**config.mk**
```make
export PLATFORM = sky130hd
export DESIGN_NAME = dram_arbiter_flat
export DESIGN_NICKNAME = d
export VERILOG_FILES = /design/src/rtl/dram_arbiter_pkg.sv /design/src/rtl/dram_arbiter_if.sv /design/src/rtl/dram_arb_pick.sv /design/src/rtl/dram_arbiter.sv /design/src/flat_wrapper.sv
export SDC_FILE = /design/constraint.sdc
export NUM_CORES = 1
export LEC_CHECK = 0
export BUFFER_PORTS_ARGS = -buffer_cell sky130_fd_sc_hd__buf_2
export CORE_MARGIN = 4
export CORE_UTILIZATION = 40
export CTS_CLUSTER_DIAMETER = 50
export DETAILED_ROUTE_END_ITERATION = 16
export GPL_TIMING_DRIVEN = 0
export MAX_ROUTING_LAYER = met4
export PLACE_DENSITY_LB_ADDON = 0.05
export SLEW_MARGIN = 10
export SYNTH_ARGS = -nofsm -noshare
export SYNTH_HDL_FRONTEND = slang
export SYNTH_SLANG_ARGS = --single-unit
export TNS_END_PERCENT = 5
```
**constraint.sdc**
```tcl
create_clock -name clk -period 1.45 [get_ports clk]
set_input_delay 0.29 -clock clk [delete_from_list [all_inputs] [get_ports clk]]
set_output_delay 0.29 -clock clk [all_outputs]
set_load 0.01 [all_outputs]
```
**src/rtl/dram_arbiter_pkg.sv**
```systemverilog
// -----------------------------------------------------------------------------
// dram_arbiter_pkg
// Configuration and shared types for the data-RAM arbiter.
//   dram_depth       : word-address width of the data RAM (2**dram_depth words)
//   dram_arb_state_e : access sequencer states
//   dram_arb_req_t   : one requester's address / write data / byte strobes
// Optional feature macro used by the arbiter: DRAM_ARB_RR_EN (round-robin).
// -----------------------------------------------------------------------------
package dram_arbiter_pkg;

  localparam int dram_depth = 10;

  typedef enum logic [1:0] {
    IDLE,
    ACCESS,
    WAIT,
    DONE
  } dram_arb_state_e;

  typedef struct packed {
    logic [31:0] addr;
    logic [31:0] wdata;
    logic [3:0]  wstrb;
  } dram_arb_req_t;

endpackage

```
**src/rtl/dram_arbiter_if.sv**
```systemverilog
// -----------------------------------------------------------------------------
// dram_arbiter_if
// Bundles the two requester buses (port 0 = instruction fetch, port 1 =
// load/store) and the data-RAM port driven by the arbiter.
//   p_valid/p_addr/p_wdata/p_wstrb : requests, held stable until p_ready
//   p_rdata/p_ready                : completion data and one-cycle pulse
//   dram_*                         : RAM write/read port (1-cycle read latency)
// Modports: master = requesters, slave = arbiter, ram = the RAM macro.
// -----------------------------------------------------------------------------
interface dram_arbiter_if
  import dram_arbiter_pkg::*;
#(
  parameter int DEPTH = dram_depth
);

  logic [1:0]        p_valid;
  logic [1:0][31:0]  p_addr;
  logic [1:0][31:0]  p_wdata;
  logic [1:0][3:0]   p_wstrb;
  logic [1:0][31:0]  p_rdata;
  logic [1:0]        p_ready;

  logic              dram_wen;
  logic [DEPTH-1:0]  dram_waddr;
  logic [DEPTH-1:0]  dram_raddr;
  logic [31:0]       dram_wdata;
  logic [3:0]        dram_wstrb;
  logic [31:0]       dram_rdata;

  modport master (
    output p_valid, p_addr, p_wdata, p_wstrb,
    input  p_rdata, p_ready
  );

  modport slave (
    input  p_valid, p_addr, p_wdata, p_wstrb,
    output p_rdata, p_ready,
    output dram_wen, dram_waddr, dram_raddr, dram_wdata, dram_wstrb,
    input  dram_rdata
  );

  modport ram (
    input  dram_wen, dram_waddr, dram_raddr, dram_wdata, dram_wstrb,
    output dram_rdata
  );

endinterface

```
**src/rtl/dram_arb_pick.sv**
```systemverilog
// -----------------------------------------------------------------------------
// dram_arb_pick
// Combinational winner select between the two request ports.
//   valid_i     : per-port request valid
//   last_i      : last granted port (only with DRAM_ARB_RR_EN)
//   grant_o     : winning port id (meaningful only when any_valid_o)
//   any_valid_o : at least one port is requesting
// Default: port 1 has fixed priority. With DRAM_ARB_RR_EN defined, a tie
// goes to the port that did not win last; a lone requester always wins.
// -----------------------------------------------------------------------------
module dram_arb_pick (
  input  logic [1:0] valid_i,
`ifdef DRAM_ARB_RR_EN
  input  logic       last_i,
`endif
  output logic       grant_o,
  output logic       any_valid_o
);

  assign any_valid_o = |valid_i;

`ifdef DRAM_ARB_RR_EN
  assign grant_o = (&valid_i) ? ~last_i : valid_i[1];
`else
  assign grant_o = valid_i[1];
`endif

endmodule

```
**src/rtl/dram_arbiter.sv**
```systemverilog
// -----------------------------------------------------------------------------
// dram_arbiter
// Shares the data RAM between the instruction-fetch bus (port 0) and the
// load/store bus (port 1). One request is in flight at a time:
//   IDLE -> ACCESS -> WAIT -> DONE -> IDLE
// so a request seen in IDLE at cycle t completes with p_ready at t+3.
// Ports:
//   clk   : clock, all state on the rising edge
//   rst_n : asynchronous active-low reset
//   bus   : dram_arbiter_if.slave (requester buses + RAM port)
// Byte addresses map to word index addr[DEPTH+1:2]; other address bits are
// ignored, so addresses alias. Writes (wstrb != 0) leave p_rdata unchanged.
// Optional macro DRAM_ARB_RR_EN selects round-robin arbitration instead of
// fixed priority to port 1.
// -----------------------------------------------------------------------------
module dram_arbiter
  import dram_arbiter_pkg::*;
#(
  parameter int DEPTH = dram_depth
)(
  input logic           clk,
  input logic           rst_n,
  dram_arbiter_if.slave bus
);

  dram_arb_state_e  state_q, state_d;
  logic             id_q, id_d;
  logic [DEPTH-1:0] idx_q, idx_d;
  logic [31:0]      wdata_q, wdata_d;
  logic [3:0]       wstrb_q, wstrb_d;
  logic [1:0][31:0] rdata_q, rdata_d;
  logic [1:0]       ready_q, ready_d;

  logic             grant;
  logic             any_valid;
  dram_arb_req_t    win_req;
  logic             unused_addr_bits;

`ifdef DRAM_ARB_RR_EN
  logic             last_q, last_d;
`endif

  dram_arb_pick u_pick (
    .valid_i     (bus.p_valid),
`ifdef DRAM_ARB_RR_EN
    .last_i      (last_q),
`endif
    .grant_o     (grant),
    .any_valid_o (any_valid)
  );

  always_comb begin
    win_req = '{addr:  bus.p_addr[grant],
                wdata: bus.p_wdata[grant],
                wstrb: bus.p_wstrb[grant]};
  end

  // Byte-lane and above-RAM address bits are deliberately dropped (aliasing).
  assign unused_addr_bits = ^{win_req.addr[31:DEPTH+2], win_req.addr[1:0]};

  always_comb begin
    // NOTE: every signal written here gets a default first, so no path can
    // leave one unassigned and infer a latch.
    state_d = state_q;
    id_d    = id_q;
    idx_d   = idx_q;
    wdata_d = wdata_q;
    wstrb_d = wstrb_q;
    rdata_d = rdata_q;
    ready_d = '0;
`ifdef DRAM_ARB_RR_EN
    last_d  = last_q;
`endif

    case (state_q)
      IDLE: begin
        if (any_valid) begin
          id_d    = grant;
          idx_d   = win_req.addr[DEPTH+1:2];
          wdata_d = win_req.wdata;
          wstrb_d = win_req.wstrb;
`ifdef DRAM_ARB_RR_EN
          last_d  = grant;
`endif
          state_d = ACCESS;
        end
      end
      // RAM sees the registered index this cycle; a write commits at its end.
      ACCESS: state_d = WAIT;
      WAIT: begin
        if (wstrb_q == 4'b0000) rdata_d[id_q] = bus.dram_rdata;
        ready_d[id_q] = 1'b1;
        state_d       = DONE;
      end
      DONE:    state_d = IDLE;
      default: state_d = IDLE;
    endcase
  end

  always_ff @(posedge clk or negedge rst_n) begin
    if (!rst_n) begin
      state_q <= IDLE;
      id_q    <= 1'b0;
      idx_q   <= '0;
      wdata_q <= '0;
      wstrb_q <= '0;
      rdata_q <= '0;
      ready_q <= '0;
`ifdef DRAM_ARB_RR_EN
      last_q  <= 1'b0;
`endif
    end else begin
      // NOTE: non-blocking assignments so every flop updates from the same
      // pre-edge values regardless of statement order.
      state_q <= state_d;
      id_q    <= id_d;
      idx_q   <= idx_d;
      wdata_q <= wdata_d;
      wstrb_q <= wstrb_d;
      rdata_q <= rdata_d;
      ready_q <= ready_d;
`ifdef DRAM_ARB_RR_EN
      last_q  <= last_d;
`endif
    end
  end

  // Write enable decodes straight from the state flop, so an asynchronous
  // reset in ACCESS drops it at once and the write never commits.
  assign bus.dram_wen   = (state_q == ACCESS) && (wstrb_q != 4'b0000);
  assign bus.dram_waddr = idx_q;
  assign bus.dram_raddr = idx_q;
  assign bus.dram_wdata = wdata_q;
  assign bus.dram_wstrb = wstrb_q;

  assign bus.p_rdata = rdata_q;
  assign bus.p_ready = ready_q;

endmodule

```
**src/flat_wrapper.sv**
```systemverilog
// flat-port wrapper written by rule: the top's interface ports become plain ports
module dram_arbiter_flat import dram_arbiter_pkg::*;
#(
  parameter int DEPTH = dram_depth
)
  (clk, rst_n, bus_p_valid, bus_p_addr, bus_p_wdata, bus_p_wstrb, bus_p_rdata, bus_p_ready, bus_dram_wen, bus_dram_waddr, bus_dram_raddr, bus_dram_wdata, bus_dram_wstrb, bus_dram_rdata);
  dram_arbiter_if #(.DEPTH(DEPTH)) bus_i ();
  input logic clk;
  input logic rst_n;
  input wire logic [$bits(bus_i.p_valid)-1:0] bus_p_valid;
  input wire logic [$bits(bus_i.p_addr)-1:0] bus_p_addr;
  input wire logic [$bits(bus_i.p_wdata)-1:0] bus_p_wdata;
  input wire logic [$bits(bus_i.p_wstrb)-1:0] bus_p_wstrb;
  output wire logic [$bits(bus_i.p_rdata)-1:0] bus_p_rdata;
  output wire logic [$bits(bus_i.p_ready)-1:0] bus_p_ready;
  output wire logic [$bits(bus_i.dram_wen)-1:0] bus_dram_wen;
  output wire logic [$bits(bus_i.dram_waddr)-1:0] bus_dram_waddr;
  output wire logic [$bits(bus_i.dram_raddr)-1:0] bus_dram_raddr;
  output wire logic [$bits(bus_i.dram_wdata)-1:0] bus_dram_wdata;
  output wire logic [$bits(bus_i.dram_wstrb)-1:0] bus_dram_wstrb;
  input wire logic [$bits(bus_i.dram_rdata)-1:0] bus_dram_rdata;
  assign bus_i.p_valid = bus_p_valid;
  assign bus_i.p_addr = bus_p_addr;
  assign bus_i.p_wdata = bus_p_wdata;
  assign bus_i.p_wstrb = bus_p_wstrb;
  assign bus_p_rdata = bus_i.p_rdata;
  assign bus_p_ready = bus_i.p_ready;
  assign bus_dram_wen = bus_i.dram_wen;
  assign bus_dram_waddr = bus_i.dram_waddr;
  assign bus_dram_raddr = bus_i.dram_raddr;
  assign bus_dram_wdata = bus_i.dram_wdata;
  assign bus_dram_wstrb = bus_i.dram_wstrb;
  assign bus_i.dram_rdata = bus_dram_rdata;
  dram_arbiter #(.DEPTH(DEPTH)) u_core (.clk(clk), .rst_n(rst_n), .bus(bus_i));
endmodule
```
[After elaboration in Yosys (flattened, before gate mapping)]
Index checks and enable logic that the tools add are counted.
Storage, ports and cells
  output and inout port bits: 123
  input bits: 172
  logic and storage cells: 37
  bits in registers: 115
Cells by class
  reductions and logical operators: 8
  equality and inequality tests: 4
  mux-type cells: 14
  order comparisons: 3
Operator list (count)
  $mux 32: 3
  $bwmux 64: 1
  $demux 32 s1: 1
  $mux 12: 2
  $mux 4: 2
  $pmux 2 s4: 1
  $eq 2x2->1 const B: 2
  $logic_not 4->1: 1
  $lt 1x2->1 const B: 2
  $mux 2: 2
  $reduce_and 2->1: 2
  $reduce_bool 4->1: 1
  $eq 2x1->1 const B: 1
  $logic_and 1x1->1: 2
  $logic_not 2->1: 1
  $ne 2x1->1 const B: 1
  $reduce_or 2->1: 1
  $demux 1 s1: 1
  $ge 1x1->1 const B: 1
  $mux 1: 1

[Longest topological paths before layout]
Gate-level depths: netlist (run 1).
  depth in word-level cells: 5
  depth in mapped cells: 7
  mapped depth without buffers: 5

[By module]
A second synthesis (run 1) with hierarchy kept.
Second synthesis, totals
  cell total of the unflattened synthesis: 370
  area total of the unflattened synthesis: 4822.1 sq um
Modules (own cells, without submodules)
  dram_arbiter: sequential area each 2877.8 sq um, instances 1, cells an instance 368, area an instance 4808.4 sq um
  dram_arb_pick: sequential area each 0.0 sq um, instances 1, cells an instance 2, area an instance 13.8 sq um

[Worst setup path before layout (run 1)]
Ideal clock, no wire load.
  kind: reg2reg
  from: reg u_core.state_q[0]
  to: reg u_core.rdata_q (netlist bit u_core.bus.p_rdata[32])
  path buffers: 2
  arrival: 1.447 ns
  stages on the path, launching flop included: 7
  period minus slack after synthesis: 1.573 ns
  setup slack: -0.123 ns
  data required time: 1.325 ns
  setup time: 0.125 ns
  cell sequence: dfrtp_1 inv_1 ha_1 and4b_1 buf_6 buf_12 mux2_4
On the way
  word-level cells in the longest chain between the ends: 2
Ends and longest elaborated chain
  from (decl): line dram_arbiter.sv:26  | dram_arb_state_e state_q, state_d;
  from (signal assigned): line dram_arbiter.sv:115  | state_q <= state_d;
  $eq 2x2->1: line dram_arbiter.sv:75  | case (state_q)
  $reduce_and 2->1 (no source line)
  to (signal assigned): line dram_arbiter.sv:120  | rdata_q <= rdata_d;
  to (decl): line dram_arbiter.sv:31  | logic [1:0][31:0] rdata_q, rdata_d;
Every way passes these cells.
A chain may end at the register's enable or synchronous reset.

[Worst setup path after layout (run 1)]
  from: reg u_core.wstrb_q[1], in the netlist u_core.bus.dram_wstrb[1]
  to: out bus_dram_wen
On the way
  word-level cells in the longest chain between the ends: 2
Ends and longest elaborated chain
  from (decl): line dram_arbiter.sv:30  | logic [3:0] wstrb_q, wstrb_d;
  from (signal assigned): line dram_arbiter.sv:119  | wstrb_q <= wstrb_d;
  $reduce_bool 4->1: line dram_arbiter.sv:130  | assign bus.dram_wen = (state_q == ACCESS) && (wstrb_q != 4'b0000);
  $logic_and 1x1->1: line dram_arbiter.sv:130
  to (decl): line flat_wrapper.sv:16  | output wire logic [$bits(bus_i.dram_wen)-1:0] bus_dram_wen;
Every way passes these cells.

==> impl_metrics.toml, run 1 <==
[synth]
synthesis.area_um2 = 5000
ys.flop_type = "dfrtp_1"
synth_fp_nets = 546
yosys-top-cells-area = "dfrtp_1 (58%), mux2i_1 (9.2%), mux2_4 (9.0%)"
yosys.area.top_type_share = 0.575
async_flop_share = 1.00
synth-edff-count = 0
synth_area_per_cell_um2 = 13.5
ys_ff_latch = 115
ys_top_cells_by_count = "dfrtp_1 (115), nand2_1 (47), o21ai_0 (47)"
synth_warnings = 0
syn_inst = 370
synth_area_leader_cell = "dfrtp_1"
yosysMostFrequentCell = "dfrtp_1"
yosysUniqueCellTypes = 26
synth_seq_area_share = 0.575

[timing]
max_clock_freq_ghz = 0.582
setup_viol = 63
post-route-min-period_ns = 1.72
worst_slack_ns = -0.268
fin_worst_skew_ns = 0.00474
tightest_slew_ns = 0.450
hold_viol_final = 0
tns_ns = -9.25
drv_slew = 0
rsz0062_at_grt = "true"
relSlewSlack = 0.700
period_share = 1.19

[setup_path]
r2r_end = "u_core.bus.p_rdata[63]"
crit_buf_inv = 1
cpPeakStageDelay_ns = 0.50
crit_fanout = 2
slowest_stage = "o41a_2"
required_ns = 1.16
timing.rr.start = "u_core.bus.dram_wstrb[0]"
path_cells = "o41a_2 -> buf_6"
rr_worst_depth = 6
criticalPathCategory = "reg -> out"
regToRegSetupSlack_ns = -0.22
cp_top_family = "compound AO/OA/AOI/OAI gates"
worst_setup_path_end_kind = "output port"
crit_arrival_ns = 1.43
start_kind = "register"

[cts]
clock_latency_ns = 0.40
clkTransAtPathRegs_ns = 0.05
cts_buffer_depth = 2
cts_made_buffers = 17
tritoncts = "built"
cts.sinks = 115
htreeDepth = 4
root_buffer = "clkbuf_16"

[run]
cap_violations = 0

[floorplan]
core-area_um2 = 12100
dieArea_um2 = 14400
pin_count = 295
die_h_um = 120
die_w_um = 120
initial_utilization = 0.413
fp-row-count = 40

[worst_hold_path]
hold_path.class = "in -> reg"
holdPathStages = 2
min-delay-start = "bus_dram_rdata[4]"
hold_path_end = "u_core.bus.p_rdata[4]"

[global_routing]
grt_max_degree = 70
grt_usage = 0.191
grt_pass1_vias = 4060
grt_pass1_wl_um = 20600
overflow = 0
antenna_found_initial = 1

[routing]
highest_layer = "met4"
drc = 0
wl_per_cell_um = 15.9
via_count = 3755
antenna_left = 0
met1Wirelength_um = 5410
viasPerCell = 4.56
drtIter0Drc = 129
met2_length_um = 6520
dr.pass1.iters = 4
wl_um = 13100
wl_met3_um = 971

[layout]
drive_gt1_frac = 0.581
fin_area_um2 = 7170
area_growth_syn_to_layout_pct = 43.3
finalNetCount = 818

[placement]
dp_hpwl_um = 9990
port_buffers = 249
dpl_cell_area_um2 = 6500
routabilityCongestion = 0.765
dp_slack_ns = -0.183

[status]
violations = "setup timing"
status = "finished, violations left"

[pwr]
irDropWorstVdd_mv = 0.774
powerDensity_nw_per_um2 = 2240
leakagePower_nw = 3.79
state kept, by name, indices dropped and copies added, names as in the netlist:
| name | count |
|---|---|
| u_core.bus.p_rdata | 64 |
| u_core.bus.dram_wdata | 32 |
| u_core.bus.dram_raddr | 10 |
| u_core.bus.dram_wstrb | 4 |
| u_core.bus.p_ready | 2 |
| u_core.state_q | 2 |
| u_core.id_q | 1 |
layout make-up:
cell class                      instances  area, µm²
Antenna cell                            1       2.50
Buffer                                 33        290
Clock buffer                           28        537
Clock inverter                          3       65.1
Fill cell                            1062       4940
Inverter                                2       7.51
Multi-Input combinational cell        220       1870
Sequential cell                       115       2880
Tap cell                              168        210
Timing Repair Buffer                  253       1310
stage by stage:
stage	total power, W	instances	utilization	hold WS (ns)
after detailed placement	0.0119	788	0.536	0.254
after global placement	0.0117	787	0.534	0.460
final	0.0161	823	0.592	0.118
after floorplan	0.00915	370	-	-0.00559
after global routing	0.0171	823	0.592	0.114
after CTS	0.0163	822	0.590	0.0974
cell families after synthesis:
group                    Yosys count  share of synthesized area
flip-flops                       115                      0.575
multiplexers                     111                      0.261
adder cells (fa/ha/maj)            4                     0.0100
AO/OA/AOI/OAI                     50                     0.0522
buffers and inverters             35                     0.0550
AND/OR/NAND/NOR                   55                     0.0470
cell usage in the layout, fill, tap and decap left out, drive strengths merged, types with 2 or more instances in the layout:
cell type  instances
mux2              65
dfrtp            115
o21ai             47
nor3               2
mux2i             46
nand2             47
buf              283
clkbuf            30
ha                 4
inv                2
bufinv             2
worst reg2reg max path, stage by stage (launching register included):
cell     delay, ns
dfrtp_1       0.40
buf_4         0.15
nor3_2        0.16
and4b_1       0.24
buf_6         0.14
buf_12        0.15
mux2_4        0.31
routing by layer:
| layer | global-route usage | up-vias |
|---|---|---|
| li1 | - | 1816 |
| met1 | 0.220 | 1761 |
| met2 | 0.314 | 162 |
| met3 | 0.0617 | 16 |
| met4 | 0.0687 | 0 |
| met5 | - | - |
report_power, final:
| part | switching (W) | total [W] | internal, W | leakage (nW) |
|---|---|---|---|---|
| registers | 0.000899 | 0.00574 | 0.00484 | 1.40 |
| clock network | 0.00133 | 0.00417 | 0.00284 | 0.297 |
| logic | 0.00300 | 0.00618 | 0.00318 | 2.09 |
| total | 0.00523 | 0.0161 | 0.0109 | 3.79 |
how the worst max path moves through the flow:
| stage | start | end | cells past startpoint |
|---|---|---|---|
| after floorplan | u_core.bus.dram_wstrb[2] | u_core.bus.p_rdata[32] | 5 |
| after global routing | u_core.bus.dram_wstrb[0] | u_core.bus.p_rdata[39] | 6 |
| after detailed placement | u_core.state_q[0] | u_core.bus.p_rdata[60] | 6 |
| after global placement | rst_n | u_core.bus.dram_wdata[16] | 1 |
| after CTS | u_core.bus.dram_wstrb[1] | bus_dram_wen | 2 |
| final | u_core.bus.dram_wstrb[1] | bus_dram_wen | 2 |
repair_timing:
action	in CTS	in global routing
pin swaps	0	1
hold endpoints to repair	46	0
hold buffers	1	0
setup buffers	2	0
endpoints found under the setup margin	110	110
resized for setup	13	15
No activity file was read; power rests on OpenSTA's default activity.
==> run 2: changes to the inputs <==
MAX_ROUTING_LAYER = default   (was met4)
==> impl_metrics.toml, run 2 (synthesis gave the netlist of run 1 again) <==
[status]
status = "finished, violations left"
violations = "setup timing"

[layout]
final_common_cell = "buf_2"
multi_input_area_um2 = 1870
diodes = 0
largest_register_ffs = 64
nFillCells = 1063
area_growth_syn_to_layout_pct = 43.3
drive_gt1_frac = 0.581
regArea_um2 = 2880
layout_common_cells = "buf_2 (248), dfrtp_1 (115), nand2_1 (47)"
finalNetCount = 818

[worst_hold_path]
hold_path_end = "u_core.bus.p_rdata[4]"
min-delay-start = "bus_dram_rdata[4]"
holdPathStages = 2
hold_path.class = "in -> reg"

[cts]
root_buffer = "clkbuf_16"
clock_latency_ns = 0.40
tritoncts = "built"
cts_buffer_depth = 2
clkTransAtPathRegs_ns = 0.05
htreeDepth = 4
cts_made_buffers = 17
cts.sinks = 115

[timing]
setup_viol = 63
period_share = 1.19
rsz0062_at_grt = "true"
relSlewSlack = 0.700
hold_viol_final = 0
tightest_slew_ns = 0.450
tns_ns = -9.16
worst_slack_ns = -0.269
max_clock_freq_ghz = 0.582
drv_slew = 0
fin_worst_skew_ns = 0.00465
post-route-min-period_ns = 1.72

[routing]
via_count = 3745
wl_um = 13100
drtIter0Drc = 108
dr.pass1.iters = 4
drc = 0
antenna_left = 0
viasPerCell = 4.56
wl_per_cell_um = 15.9

[floorplan]
fp-row-count = 40
die_h_um = 120
die_w_um = 120
pin_count = 295
dieArea_um2 = 14400
core-area_um2 = 12100
initial_utilization = 0.413

[setup_path]
regToRegSetupSlack_ns = -0.22
required_ns = 1.16
cpPeakStageDelay_ns = 0.50
worst_setup_path_end_kind = "output port"
path_cells = "o41a_2 -> buf_6"
r2r_end = "u_core.bus.p_rdata[63]"
timing.rr.start = "u_core.bus.dram_wstrb[0]"
slowest_stage = "o41a_2"
criticalPathCategory = "reg -> out"
rr_worst_depth = 6
start_kind = "register"
crit_fanout = 2
crit_arrival_ns = 1.43

[global_routing]
overflow = 0
grt_pass1_vias = 4054
grt_pass1_wl_um = 20600
grt_max_degree = 70
grt_usage = 0.185
antenna_found_initial = 1

[placement]
routabilityCongestion = 0.755
port_buffers = 249
dp_slack_ns = -0.183
dp_hpwl_um = 9990

[pwr]
leakagePower_nw = 3.79
irDropWorstVdd_mv = 0.776
powerDensity_nw_per_um2 = 2240

[run]
cap_violations = 0
## run 2: cell types whose count changed in the layout (fill, tap and decap cells not counted), sizes merged
cell and change:
diode -1
## run 2: area by class of cell
| type | count | share of cell area |
|---|---|---|
| Buffer | 33 | 0.0405 |
| Sequential cell | 115 | 0.401 |
| Tap cell | 168 | 0.0293 |
| Timing Repair Buffer | 253 | 0.183 |
| Clock inverter | 3 | 0.00907 |
| Inverter | 2 | 0.00105 |
| Clock buffer | 28 | 0.0749 |
| Multi-Input combinational cell | 220 | 0.261 |
## run 2: critical path: cells and delay by family, from the launching register on
family | cells | cell delay (ns)
AOI/OAI and AO/OA | 1 | 0.50
DFF | 1 | 0.40
buffers and inverters | 1 | 0.13
## run 2: what timing repair did
action | CTS | global route
hold buffers | 1 | 0
resized for setup | 13 | 15
setup buffers | 2 | 0
pin swaps | 0 | 1
endpoints found under the hold margin | 46 | 0
endpoints found under the setup margin | 110 | 110
## run 2: how the worst max path moves through the flow
stage / endpoint / start
after detailed placement: u_core.bus.p_rdata[60] / u_core.state_q[0]
after global placement: u_core.bus.dram_wdata[16] / rst_n
after CTS: bus_dram_wen / u_core.bus.dram_wstrb[1]
after global routing: u_core.bus.p_rdata[39] / u_core.bus.dram_wstrb[0]
after floorplan: u_core.bus.p_rdata[32] / u_core.bus.dram_wstrb[2]
final: bus_dram_wen / u_core.bus.dram_wstrb[1]
## run 2: stage by stage
step | power (W) | instance area (µm²) | hold WS [ns] | instances | utilization
after floorplan | 0.00915 | 5010 | -0.00559 | 370 | -
after global placement | 0.0117 | 6460 | 0.460 | 787 | 0.534
after detailed placement | 0.0119 | 6500 | 0.254 | 788 | 0.536
after CTS | 0.0163 | 7150 | 0.0974 | 822 | 0.590
after global routing | 0.0171 | 7170 | 0.113 | 822 | 0.592
final | 0.0161 | 7170 | 0.118 | 822 | 0.592
## run 2: where the power goes
part | switching (W) | total (W) | internal (W) | leakage, nW
sequential | 0.000899 | 0.00574 | 0.00484 | 1.40
clock | 0.00134 | 0.00417 | 0.00284 | 0.297
combinational | 0.00300 | 0.00617 | 0.00318 | 2.09
total | 0.00523 | 0.0161 | 0.0109 | 3.79
## run 2: routing by layer
layer  wire length (µm)  track usage
met1               5340        0.215
met3               1040       0.0669
met4                170       0.0687
met2               6530        0.315
met5                  7            0
